**config.mk**
```make
export PLATFORM = sky130hd
export DESIGN_NAME = packet_scheduler
export DESIGN_NICKNAME = d
export VERILOG_FILES = /design/src/rtl/hdmi_packet_pkg.sv /design/src/rtl/rr_arbiter.sv /design/src/rtl/packet_scheduler.sv
export SDC_FILE = /design/constraint.sdc
export NUM_CORES = 1
export LEC_CHECK = 0
export ABC_AREA = 1
export ABC_CLOCK_PERIOD_IN_PS = 3900
export CAP_MARGIN = 20
export CORE_MARGIN = 4
export CORE_UTILIZATION = 55
export DETAILED_ROUTE_END_ITERATION = 8
export DONT_BUFFER_PORTS = 1
export HOLD_SLACK_MARGIN = 0.08
export PLACE_DENSITY = 0.76
export SKIP_CTS_REPAIR_TIMING = 1
export SYNTH_ARGS = -nofsm -noshare
export SYNTH_HDL_FRONTEND = slang
export SYNTH_SLANG_ARGS = --single-unit
```
**constraint.sdc**
```tcl
create_clock -name clk_pixel -period 3.9 [get_ports clk_pixel]
set_clock_uncertainty 0.05 [all_clocks]
set_input_delay 0.78 -clock clk_pixel [delete_from_list [all_inputs] [get_ports clk_pixel]]
set_output_delay 0.78 -clock clk_pixel [all_outputs]
set_load 0.01 [all_outputs]
```
**src/rtl/hdmi_packet_pkg.sv**
```systemverilog
// Shared HDMI packet-scheduler definitions: packet type codes, grant bit map, FSM states.
// Latency: n/a (types and constants only).
// Backpressure: n/a.
package hdmi_packet_pkg;

  // HDMI packet type codes
  localparam logic [7:0] PT_NULL     = 8'h00;
  localparam logic [7:0] PT_ACR      = 8'h01;
  localparam logic [7:0] PT_AUDIO    = 8'h02;
  localparam logic [7:0] PT_AVI      = 8'h82;
  localparam logic [7:0] PT_AUDIO_IF = 8'h84;
  localparam logic [7:0] PT_SPD      = 8'h83;
  localparam logic [7:0] PT_VSIF     = 8'h81;
  localparam logic [7:0] PT_HDR      = 8'h87;
  localparam logic [7:0] PT_EMP      = 8'h7F;

  // Grant vector layout: ACR, audio sample, then one bit per infoframe slot
  localparam int NUM_IF    = 6;
  localparam int GNT_ACR   = 0;
  localparam int GNT_AUDIO = 1;
  localparam int GNT_IF0   = 2;

  typedef enum logic [0:0] {
    ST_IDLE = 1'b0,
    ST_SEND = 1'b1
  } sched_state_t;

  // Infoframe slot index -> packet type code
  function automatic logic [7:0] infoframe_type(input logic [2:0] idx);
    case (idx)
      3'd0:    infoframe_type = PT_AVI;
      3'd1:    infoframe_type = PT_AUDIO_IF;
      3'd2:    infoframe_type = PT_SPD;
      3'd3:    infoframe_type = PT_VSIF;
      3'd4:    infoframe_type = PT_HDR;
      3'd5:    infoframe_type = PT_EMP;
      default: infoframe_type = PT_NULL;
    endcase
  endfunction

endpackage

```
**src/rtl/rr_arbiter.sv**
```systemverilog
// Round-robin pick among 6 infoframe requests, starting at the slot after i_ptr.
// Latency: 0 (combinational).
// Backpressure: none; o_gnt is all-zero when nothing is requested.
// Ports: i_req  - request per infoframe slot
//        i_ptr  - last granted slot (0..5); search begins at i_ptr+1, wrapping 5->0
//        o_gnt  - one-hot grant
import hdmi_packet_pkg::*;

module rr_arbiter (
  input  logic [NUM_IF-1:0] i_req,
  input  logic [2:0]        i_ptr,
  output logic [NUM_IF-1:0] o_gnt
);

  logic       w_found;
  logic [3:0] w_sum;
  logic [2:0] w_idx;

  always_comb begin
    o_gnt   = '0;
    w_found = 1'b0;
    w_sum   = '0;
    w_idx   = '0;
    // k = NUM_IF revisits i_ptr itself last, so the last winner only wins again if alone
    for (int k = 1; k <= NUM_IF; k++) begin
      w_sum = {1'b0, i_ptr} + 4'(k);
      if (w_sum >= 4'(NUM_IF)) begin
        w_sum = w_sum - 4'(NUM_IF);
      end
      w_idx = w_sum[2:0];
      if (!w_found && i_req[w_idx]) begin
        o_gnt[w_idx] = 1'b1;
        w_found      = 1'b1;
      end
    end
  end

endmodule

```
**src/rtl/packet_scheduler.sv**
```systemverilog
// HDMI data-island packet scheduler: picks ACR > audio > round-robin infoframe > null per slot.
// Latency: 1 cycle from packet_enable to registered packet_type/grant/audio_taken.
// Backpressure: none; packet_enable during an active slot is dropped and flagged in overlap_err.
// Ports: clk_pixel, reset_n (async, active-low)
//        video_field_end, packet_enable, acr_toggle, audio_ready  - scheduling inputs
//        packet_type, grant, audio_taken, slot_active              - per-slot outputs
//        missed, overlap_err                                        - sticky status
import hdmi_packet_pkg::*;

module packet_scheduler #(
  parameter logic [5:0] INFOFRAME_MASK = 6'b000111,
  parameter int         PACKET_CYCLES  = 32
) (
  input  logic       clk_pixel,
  input  logic       reset_n,
  input  logic       video_field_end,
  input  logic       packet_enable,
  input  logic       acr_toggle,
  input  logic       audio_ready,
  output logic       audio_taken,
  output logic [7:0] packet_type,
  output logic [7:0] grant,
  output logic       slot_active,
  output logic [5:0] missed,
  output logic       overlap_err
);

  localparam int CW = (PACKET_CYCLES > 1) ? $clog2(PACKET_CYCLES) : 1;

  sched_state_t      r_state;
  logic [CW-1:0]     r_cnt;
  logic              r_acr_ref;
  logic              r_acr_vld;
  logic              r_acr_pending;
  logic [NUM_IF-1:0] r_sent;
  logic [2:0]        r_rr_ptr;
  logic [7:0]        r_packet_type;
  logic [7:0]        r_grant;
  logic              r_audio_taken;
  logic [NUM_IF-1:0] r_missed;
  logic              r_overlap_err;

  logic              w_arb;
  logic              w_acr_edge;
  logic [NUM_IF-1:0] w_sent_eff;
  logic [NUM_IF-1:0] w_if_req;
  logic [NUM_IF-1:0] w_if_gnt;
  logic [2:0]        w_if_idx;
  logic              w_gnt_acr;
  logic              w_gnt_audio;
  logic              w_gnt_if;
  logic [7:0]        w_type_nxt;
  logic [7:0]        w_grant_nxt;

  // The first sample after reset only seeds the reference level
  assign w_acr_edge = r_acr_vld && (acr_toggle != r_acr_ref);

  assign w_arb = (r_state == ST_IDLE) && packet_enable;

  // A field end in the arbitration cycle already counts as the new field
  assign w_sent_eff = video_field_end ? '0 : r_sent;
  assign w_if_req   = INFOFRAME_MASK & ~w_sent_eff;

  rr_arbiter u_rr (
    .i_req (w_if_req),
    .i_ptr (r_rr_ptr),
    .o_gnt (w_if_gnt)
  );

  assign w_gnt_acr   = w_arb && r_acr_pending;
  assign w_gnt_audio = w_arb && !r_acr_pending && audio_ready;
  assign w_gnt_if    = w_arb && !r_acr_pending && !audio_ready && (|w_if_gnt);

  always_comb begin
    w_if_idx = '0;
    for (int i = 0; i < NUM_IF; i++) begin
      if (w_if_gnt[i]) begin
        w_if_idx = 3'(i);
      end
    end
  end

  always_comb begin
    w_type_nxt  = PT_NULL;
    w_grant_nxt = '0;
    if (w_gnt_acr) begin
      w_type_nxt           = PT_ACR;
      w_grant_nxt[GNT_ACR] = 1'b1;
    end else if (w_gnt_audio) begin
      w_type_nxt             = PT_AUDIO;
      w_grant_nxt[GNT_AUDIO] = 1'b1;
    end else if (w_gnt_if) begin
      w_type_nxt                       = infoframe_type(w_if_idx);
      w_grant_nxt[GNT_IF0 +: NUM_IF]   = w_if_gnt;
    end
  end

  // Slot FSM
  always_ff @(posedge clk_pixel or negedge reset_n) begin
    if (!reset_n) begin
      r_state       <= ST_IDLE;
      r_cnt         <= '0;
      r_overlap_err <= 1'b0;
    end else begin
      case (r_state)
        ST_IDLE: begin
          if (packet_enable) begin
            r_state <= ST_SEND;
            r_cnt   <= CW'(PACKET_CYCLES - 1);
          end
        end
        ST_SEND: begin
          if (packet_enable) begin
            r_overlap_err <= 1'b1;
          end
          if (r_cnt == '0) begin
            r_state <= ST_IDLE;
          end else begin
            r_cnt <= r_cnt - 1'b1;
          end
        end
        default: r_state <= ST_IDLE;
      endcase
    end
  end

  // Arbitration results, held until the next arbitration
  always_ff @(posedge clk_pixel or negedge reset_n) begin
    if (!reset_n) begin
      r_packet_type <= PT_NULL;
      r_grant       <= '0;
      r_audio_taken <= 1'b0;
      r_rr_ptr      <= 3'd5;
    end else begin
      r_audio_taken <= w_gnt_audio;
      if (w_arb) begin
        r_packet_type <= w_type_nxt;
        r_grant       <= w_grant_nxt;
      end
      if (w_gnt_if) begin
        r_rr_ptr <= w_if_idx;
      end
    end
  end

  // ACR request tracking; an edge landing in the grant cycle stays pending
  always_ff @(posedge clk_pixel or negedge reset_n) begin
    if (!reset_n) begin
      r_acr_ref     <= 1'b0;
      r_acr_vld     <= 1'b0;
      r_acr_pending <= 1'b0;
    end else begin
      r_acr_ref <= acr_toggle;
      r_acr_vld <= 1'b1;
      if (w_gnt_acr) begin
        r_acr_pending <= w_acr_edge;
      end else if (w_acr_edge) begin
        r_acr_pending <= 1'b1;
      end
    end
  end

  // Per-field infoframe bookkeeping; missed looks at the flags from before the clear
  always_ff @(posedge clk_pixel or negedge reset_n) begin
    if (!reset_n) begin
      r_sent   <= '0;
      r_missed <= '0;
    end else begin
      r_sent <= w_sent_eff | ({NUM_IF{w_gnt_if}} & w_if_gnt);
      if (video_field_end) begin
        r_missed <= r_missed | (INFOFRAME_MASK & ~r_sent);
      end
    end
  end

  assign packet_type = r_packet_type;
  assign grant       = r_grant;
  assign audio_taken = r_audio_taken;
  assign slot_active = (r_state == ST_SEND);
  assign missed      = r_missed;
  assign overlap_err = r_overlap_err;

endmodule

```
==> summary.txt, run 1 <==
Power and ir drop
  • Standby leakage power: about 1.3 nW
  • Power density over the cells: 828 nW/um2
  • Pwr Total: between 1.5 and 2 mW
  • IR Drop Worst-Case VDD: approximately 400 uV

Floorplanning
  • Initial standard-cell utilization of the core: between 50% and 60%
  • Die Area: approximately 5200 um2
  • CORE AREA: roughly 4000 um2
  • Chip Height: between 70 and 80 um
  • Horizontal extent of the die: 72.3 um
  • Number of I/O pins: 31
  • Core Rows: 23

Placed design
  • Post-detailed-placement half-perimeter wirelength: between 3000 and 4000 um
  • Final Wtd Congestion: about 0.93
  • Quantity of I/O buffers inserted on ports: 0

Global routing
  • Congestion Overflow GR: 0
  • Vias in the first global route: 1,692
  • Global routing usage summed across all routing layers: approximately a fifth
  • Maximum number of pins on one net before global-route repair: 34
  • First-pass GRT wire length: approximately 8000 um
  • Number of antenna violations at the first check in global routing: 0

STA
  • Shortest clock period the worst path allows after layout: around 3.1 ns
  • Number of endpoints with negative hold slack in the final report: 0
  • Final Max Tran Viols: 0
  • Total Neg Setup Slack: 0 ns
  • RSZ-0062 raised after global routing: no
  • Worst Tran Pin Value: approximately 0.78 ns
  • Final Cycle Share: about 80%
  • Fmax: ~320 MHz
  • Count of endpoints failing setup in the final report: 0
  • Max transition margin: between 40% and 50%

Worst setup path
  • Critical Path Start Type: register
  • Critical Path AT: approximately 3.2 ns
  • Endpoint class of the critical path: register
  • Required time reported for the critical path endpoint: around 4 ns
  • Worst Path Max Fanout: 15
  • Kind of critical path: reg2reg

Clock network
  • Num Clock Sinks: 33
  • Bufs on Longest Clock Path: 2
  • CTS tree: done
  • Clk pin slew, worst setup/hold paths: around 0.07 ns
  • H-Tree Depth: 2
  • Clock latency on the worst-skew pair: about 0.28 ns
  • CTS Root Cell: sky130_fd_sc_hd__clkbuf_8
  • CTS Buf Count: 5

Logic synthesis
  • Async set-reset flop share out of synthesis: 100%
  • Synth Instances: around 310
  • #FFs+latches synth: 33
  • Post-synth EDFFs: 0
  • Count of distinct cell types in the synthesized netlist: 38
  • Synthesized area per cell: approximately 7.5 um2
  • Number of warnings reported in the yosys synthesis log: 0
  • Netlist area before placement: 2270 um2
  • Most used flip-flop cell after synthesis: sky130_fd_sc_hd__dfrtp_1
  • Post-synthesis sequential area ratio: a little over a third

Drt
  • Antenna-violating nets left: 0
  • Count of unresolved DRC violations after routing: 0
  • Number of violations reported at the end of detailed-routing iteration 0: 86
  • Vias per std cell: around 5.3
  • Detailed-router iteration count before antenna repair: 4
  • Post-detailed-route wirelength per cell: approximately 13 um
  • Routed wire length: 4690 um
  • Routed vias: between 1,500 and 2,000

Final layout
  • FILL cells: between 300 and 400
  • Fraction of final layout cells sized beyond drive strength 1: roughly 14%
  • Diode insertion count for antenna repair: 0
  • Total number of nets in the final design: 321
  • Syn-to-layout area delta: 4.51%

Run status
  • Status: completed

Worst hold path
  • Hold WC Path Type: in2async

Job
  • Max-cap violation count: 0
critical path, stage by stage (launching register included):
cell                      delay (ns)
sky130_fd_sc_hd__dfstp_2        0.68
sky130_fd_sc_hd__inv_2          0.17
sky130_fd_sc_hd__ha_1           0.42
sky130_fd_sc_hd__inv_1          0.17
sky130_fd_sc_hd__nand3_1        0.11
sky130_fd_sc_hd__nand3_1        0.11
sky130_fd_sc_hd__nand2_2        0.09
sky130_fd_sc_hd__nand3_4        0.14
sky130_fd_sc_hd__nand2_4        0.07
sky130_fd_sc_hd__nor2_4         0.20
sky130_fd_sc_hd__nand2_4        0.08
sky130_fd_sc_hd__nor2_1         0.10
sky130_fd_sc_hd__nand2_1        0.07
sky130_fd_sc_hd__nand2_2        0.10
sky130_fd_sc_hd__nor2_4         0.07
sky130_fd_sc_hd__nand3_2        0.14
sky130_fd_sc_hd__nand2_2        0.08
sky130_fd_sc_hd__nand2_1        0.09
sky130_fd_sc_hd__nand2_1        0.05
through the flow:
stage | std cells | hold slack, ns | worst slack [ns] | instance area, um2 | util, %
2_1_floorplan | 307 | 0.380 | 1.20 | 2280 | -
6_report | 355 | 0.136 | 0.791 | 2380 | 59.4
4_1_cts | 355 | 0.129 | 0.814 | 2380 | 59.4
5_1_grt | 355 | 0.117 | 0.489 | 2380 | 59.4
3_5_place_dp | 347 | 0.418 | 0.823 | 2270 | 56.9
3_3_place_gp | 347 | 0.390 | 0.851 | 2270 | 56.9
power breakdown:
part | leakage [nW] | switching, mW | total (mW) | internal [mW]
Clock | 0.0542 | 0.118 | 0.277 | 0.159
Combinational | 0.802 | 0.809 | 1.18 | 0.372
Sequential | 0.396 | 0.0868 | 0.509 | 0.422
cells in the mapped netlist (all sizes together), types with 3 or more instances:
| master | n | area, um2 |
|---|---|---|
| dfrtp | 31 | 776 |
| nor3 | 3 | 26.3 |
| o21bai | 3 | 22.5 |
| nor2 | 35 | 166 |
| nand3 | 29 | 183 |
| a21oi | 3 | 15.0 |
| ha | 11 | 138 |
| o21ai | 11 | 66.3 |
| buf | 9 | 68.8 |
| inv | 40 | 150 |
| nand2 | 95 | 389 |
| nand4 | 14 | 87.6 |
layout by cell type, fill, tap and decap left out, types with 2 or more instances in the layout:
cell type,instances
sky130_fd_sc_hd__o21ai_0,6
sky130_fd_sc_hd__nor3_1,2
sky130_fd_sc_hd__a21o_1,2
sky130_fd_sc_hd__ha_1,11
sky130_fd_sc_hd__a31oi_1,2
sky130_fd_sc_hd__inv_2,5
sky130_fd_sc_hd__or2_2,2
sky130_fd_sc_hd__nor2_4,4
sky130_fd_sc_hd__dfrtp_1,31
sky130_fd_sc_hd__nor2_1,29
sky130_fd_sc_hd__a21oi_1,3
sky130_fd_sc_hd__conb_1,4
sky130_fd_sc_hd__nand2_4,2
sky130_fd_sc_hd__nand2_1,86
sky130_fd_sc_hd__o21bai_1,3
sky130_fd_sc_hd__inv_1,35
sky130_fd_sc_hd__nand3_1,23
sky130_fd_sc_hd__nand2_2,7
sky130_fd_sc_hd__clkbuf_8,7
sky130_fd_sc_hd__o21ai_1,2
sky130_fd_sc_hd__nand4_1,14
sky130_fd_sc_hd__nand3_2,5
sky130_fd_sc_hd__a22o_1,2
sky130_fd_sc_hd__dfstp_2,2
sky130_fd_sc_hd__nor2_2,2
sky130_fd_sc_hd__o21ai_2,3
cell families (layout without fill, tap and decap cells):
| kind of cell | count (synthesis) | after routing | share of synthesized area, % |
|---|---|---|---|
| buffers and inverters | 51 | 49 | 9.96 |
| XOR/XNOR | 1 | 1 | 0.385 |
| flip-flops | 33 | 33 | 36.4 |
| other | 2 | 4 | 0.330 |
| AND/OR/NAND/NOR | 180 | 180 | 38.6 |
| adder cells (fa/ha/maj) | 11 | 11 | 6.05 |
| AO/OA/AOI/OAI | 27 | 27 | 8.20 |
metal layers:
| layer | vias to the layer above | wire (um) | global-route usage [%] |
|---|---|---|---|
| li1 | 971 | - | - |
| met1 | 866 | 2150 | 27.4 |
| met2 | 52 | 2240 | 29.2 |
| met3 | 2 | 287 | 5.68 |
| met4 | 0 | 11 | 3.13 |
| met5 | - | 0 | 0 |
state kept, by name (all words and copies together), names as in the netlist:
name and count:
slot_active 1, r_acr_pending 1, r_sent 3, missed 3, packet_type 5, overlap_err 1
grant 8, r_acr_vld 1, r_rr_ptr 3, r_cnt 5, audio_taken 1, r_acr_ref 1
final cells by class:
cell class | instances | area (um2) | share of cell area, %
multi-input cells | 223 | 1230 | 51.6
flip-flops and latches | 33 | 828 | 34.9
inverters | 40 | 150 | 6.32
clock buffers | 7 | 96.3 | 4.05
well taps | 50 | 62.6 | 2.63
repair buffers | 1 | 7.51 | 0.316
clock inverters | 1 | 5.00 | 0.211
worst paths after layout:
kind                            depth (start not counted)  slack, ns                     from                    endpoint
worst max register to register                         18       0.79  r_rr_ptr[0]$_DFFE_PN1P_     r_rr_ptr[1]$_DFFE_PN0P_
worst min register to register                          1       0.42      r_sent[1]$_DFF_PN0_       missed[1]$_DFFE_PN0P_
worst min-delay path                                    0       0.14                  reset_n  packet_type[6]$_DFFE_PN0P_
min in group clk_pixel                                  1       0.42      r_sent[1]$_DFF_PN0_       missed[1]$_DFFE_PN0P_
worst max-delay path                                   18       0.79  r_rr_ptr[0]$_DFFE_PN1P_     r_rr_ptr[1]$_DFFE_PN0P_
max in group asynchronous                               0       3.47                  reset_n     r_rr_ptr[0]$_DFFE_PN1P_
(Power assumes the default switching activity.)
==> inputs of run 2 (changes only) <==
--- a/config.mk
+++ b/config.mk
@@ -6,14 +6,14 @@
 export NUM_CORES = 1
 export LEC_CHECK = 0
 export ABC_AREA = 1
-export ABC_CLOCK_PERIOD_IN_PS = 3900
+export ABC_CLOCK_PERIOD_IN_PS = 2510
 export CAP_MARGIN = 20
 export CORE_MARGIN = 4
 export CORE_UTILIZATION = 55
 export DETAILED_ROUTE_END_ITERATION = 8
 export DONT_BUFFER_PORTS = 1
 export HOLD_SLACK_MARGIN = 0.08
-export PLACE_DENSITY = 0.76
+export PLACE_DENSITY = 0.79
 export SKIP_CTS_REPAIR_TIMING = 1
 export SYNTH_ARGS = -nofsm -noshare
 export SYNTH_HDL_FRONTEND = slang
==> constraint.sdc (replaced) <==
create_clock -name clk_pixel -period 2.51 [get_ports clk_pixel]
set_clock_uncertainty 0.05 [all_clocks]
set_input_delay 0.502 -clock clk_pixel [delete_from_list [all_inputs] [get_ports clk_pixel]]
set_output_delay 0.502 -clock clk_pixel [all_outputs]
set_load 0.01 [all_outputs]
==> summary.txt, run 2 (same netlist as run 1, synthesis figures left out) <==
Run status
  • Status: complete, but fails checks
  • Failing checks: setup timing

Final layout
  • Syn-to-layout area delta: 24.5%
  • Most frequent cells in the layout: 78 x sky130_fd_sc_hd__nand2_1, 36 x sky130_fd_sc_hd__buf_4, 31 x sky130_fd_sc_hd__inv_1, 31 x sky130_fd_sc_hd__dfrtp_1, 26 x sky130_fd_sc_hd__nor2_1
  • Post-layout instance area: 2830 um2 (+19%)
  • Diode insertion count for antenna repair: 0 (unchanged)
  • Final cell count without fillers: 393 (+11%)
  • Total number of nets in the final design: 359 (+12%)
  • Most common cell after layout, fill and taps aside: sky130_fd_sc_hd__nand2_1
  • Finished Core Util: 70.8% (+11 points)
  • FILL cells: 294 (-21%)
  • Fraction of final layout cells sized beyond drive strength 1: 31.5% (+17 points)
  • Largest register FFs: 8 (unchanged)

Global routing
  • Global routing usage summed across all routing layers: 22.1% (+2.9 points)
  • Number of antenna violations at the first check in global routing: 0 (unchanged)
  • First-pass GRT wire length: 8970 um (+14%)
  • Maximum number of pins on one net before global-route repair: 34 (unchanged)
  • Vias in the first global route: 1,989 (+18%)
  • Congestion Overflow GR: 0 (unchanged)

Floorplanning
  • Chip Height: 72.3 um (unchanged)
  • Die Area: 5230 um2 (unchanged)
  • CORE AREA: 4000 um2 (unchanged)
  • Initial standard-cell utilization of the core: 56.8% (unchanged)
  • Core Rows: 23 (unchanged)
  • Number of I/O pins: 31 (unchanged)
  • Horizontal extent of the die: 72.3 um (unchanged)

Placed design
  • Final Wtd Congestion: 0.884 (-4.5%)
  • Area of placed instances: 2550 um2 (+12%)
  • Post-detailed-placement half-perimeter wirelength: 4020 um (+11%)
  • Quantity of I/O buffers inserted on ports: 0 (unchanged)
  • Placed Cells incl. Taps: 381 (+9.8%)

STA
  • Final Max Tran Viols: 0 (unchanged)
  • Number of endpoints with negative hold slack in the final report: 0 (unchanged)
  • Fmax: 379 MHz (+18%)
  • Shortest clock period the worst path allows after layout: 2.64 ns (-0.468 ns)
  • RSZ-0062 raised after global routing: yes
  • Final Cycle Share: 105% (+25 points)
  • Total Neg Setup Slack: -1.35 ns (-1.35 ns)
  • Count of endpoints failing setup in the final report: 13 (+13)
  • Setup ws final: -0.131 ns (-0.922 ns)
  • Worst Hold Slack: 0.195 ns (+0.0586 ns)

Drt
  • Number of violations reported at the end of detailed-routing iteration 0: 148 (+72%)
  • Detailed-router iteration count before antenna repair: 4 (unchanged)
  • Vias per std cell: 5.61 (+5.2%)
  • Count of unresolved DRC violations after routing: 0 (unchanged)
  • Antenna-violating nets left: 0 (unchanged)
  • Post-detailed-route wirelength per cell: 15.1 um (+15%)
  • Routed vias: 2,203 (+16%)
  • Routed wire length: 5950 um (+27%)

Clock network
  • Bufs on Longest Clock Path: 2 (unchanged)
  • H-Tree Depth: 2 (unchanged)
  • Clk pin slew, worst setup/hold paths: 0.07 ns (about the same)
  • Clock latency on the worst-skew pair: 0.29 ns (about the same)
  • CTS Root Cell: sky130_fd_sc_hd__clkbuf_8
  • CTS tree: done
  • Num Clock Sinks: 33 (unchanged)
  • CTS Buf Count: 5 (unchanged)

Worst setup path
  • Critical Path Start Type: register
  • Endpoint class of the critical path: register
  • Required time reported for the critical path endpoint: 2.63 ns (-1.38 ns)
  • Critical Path AT: 2.76 ns (-0.46 ns)
  • Worst Path Max Fanout: 8 (-7)
  • Kind of critical path: reg2reg

Job
  • Max-cap violation count: 0 (unchanged)

Power and ir drop
  • Power density over the cells: 1450 nW/um2 (+75%)
  • IR Drop Worst-Case VDD: 689 uV (+73%)
  • Standby leakage power: 1.46 nW (+17%)

Worst hold path
  • Hold WC Path Type: in2reg
==> run 2: cell count changes in the layout (fill, tap and decap cells not counted), moves of 3 or more <==
cell                      change
sky130_fd_sc_hd__nand3_1      -7
sky130_fd_sc_hd__nor2_1       -3
sky130_fd_sc_hd__ha_1         -4
sky130_fd_sc_hd__nand3_2      +5
sky130_fd_sc_hd__nand2_1      -8
sky130_fd_sc_hd__nand2_2      +7
sky130_fd_sc_hd__buf_4       +35
sky130_fd_sc_hd__inv_2        +4
sky130_fd_sc_hd__inv_1        -4
==> run 2: per-layer routing <==
layer / global-route usage [%] / vias to the layer above / wire, um / share of wire (%)
li1: - / 1045 / - / -
met1: 27.9 / 1051 / 2410 / 41
met2: 37.0 / 89 / 2990 / 50
met3: 4.85 / 18 / 393 / 6.6
met4: 8.14 / 0 / 159 / 2.7
met5: 0 / - / 0 / 0
==> run 2: layout make-up <==
cell class	instances	area [um2]	area share (%)
clock inverter	1	30.0	1.06
clock buffer	7	86.3	3.05
multi-input combinational	223	1360	48.1
tap	50	62.6	2.21
sequential	33	828	29.3
inverter	40	150	5.31
timing repair buffer	39	312	11.0
==> run 2: worst paths after layout <==
check | startpoint | endpoint | slack, ns | cells after the start
setup / recovery | r_rr_ptr[0]$_DFFE_PN1P_ | r_rr_ptr[1]$_DFFE_PN0P_ | -0.13 | 18
hold / removal | acr_toggle | r_acr_ref$_DFF_PN0_ | 0.19 | 0
setup reg to reg | r_rr_ptr[0]$_DFFE_PN1P_ | r_rr_ptr[1]$_DFFE_PN0P_ | -0.13 | 18
hold reg to reg | r_sent[2]$_DFF_PN0_ | missed[2]$_DFFE_PN0P_ | 0.41 | 1
max in group asynchronous | reset_n | r_rr_ptr[2]$_DFFE_PN1P_ | 1.55 | 2
min in group asynchronous | reset_n | grant[7]$_DFFE_PN0P_ | 0.61 | 2
==> run 2: worst max-delay path, stage by stage (launching register included) <==
cell                      delay (ns)
sky130_fd_sc_hd__dfstp_2        0.56
sky130_fd_sc_hd__inv_2          0.05
sky130_fd_sc_hd__ha_4           0.30
sky130_fd_sc_hd__buf_4          0.12
sky130_fd_sc_hd__nand3_2        0.10
sky130_fd_sc_hd__nand2_2        0.09
sky130_fd_sc_hd__nand2_2        0.07
sky130_fd_sc_hd__nand3_4        0.12
sky130_fd_sc_hd__nand2_4        0.07
sky130_fd_sc_hd__nor2_4         0.21
sky130_fd_sc_hd__nand2_4        0.09
sky130_fd_sc_hd__nor2_2         0.10
sky130_fd_sc_hd__nand2_1        0.09
sky130_fd_sc_hd__nand2_2        0.11
sky130_fd_sc_hd__nor2_4         0.07
sky130_fd_sc_hd__nand3_4        0.12
sky130_fd_sc_hd__nand2_4        0.07
sky130_fd_sc_hd__nand2_1        0.06
sky130_fd_sc_hd__nand2_1        0.05
==> run 2: where the power goes <==
part           switching, mW  total [mW]  internal (mW)
combinational           1.68        2.81           1.14
sequential             0.112       0.767          0.655
clock                  0.194       0.517          0.324
total                   1.98        4.10           2.11
==> run 2: stage by stage <==
| stage | setup slack [ns] | total power, mW |
|---|---|---|
| 3_5_place_dp | -0.113 | 3.15 |
| 4_1_cts | -0.160 | 3.74 |
| 3_3_place_gp | -0.0692 | 3.10 |
| 5_1_grt | -0.320 | 4.38 |
| 6_report | -0.131 | 4.10 |
| 2_1_floorplan | -0.0466 | 2.41 |
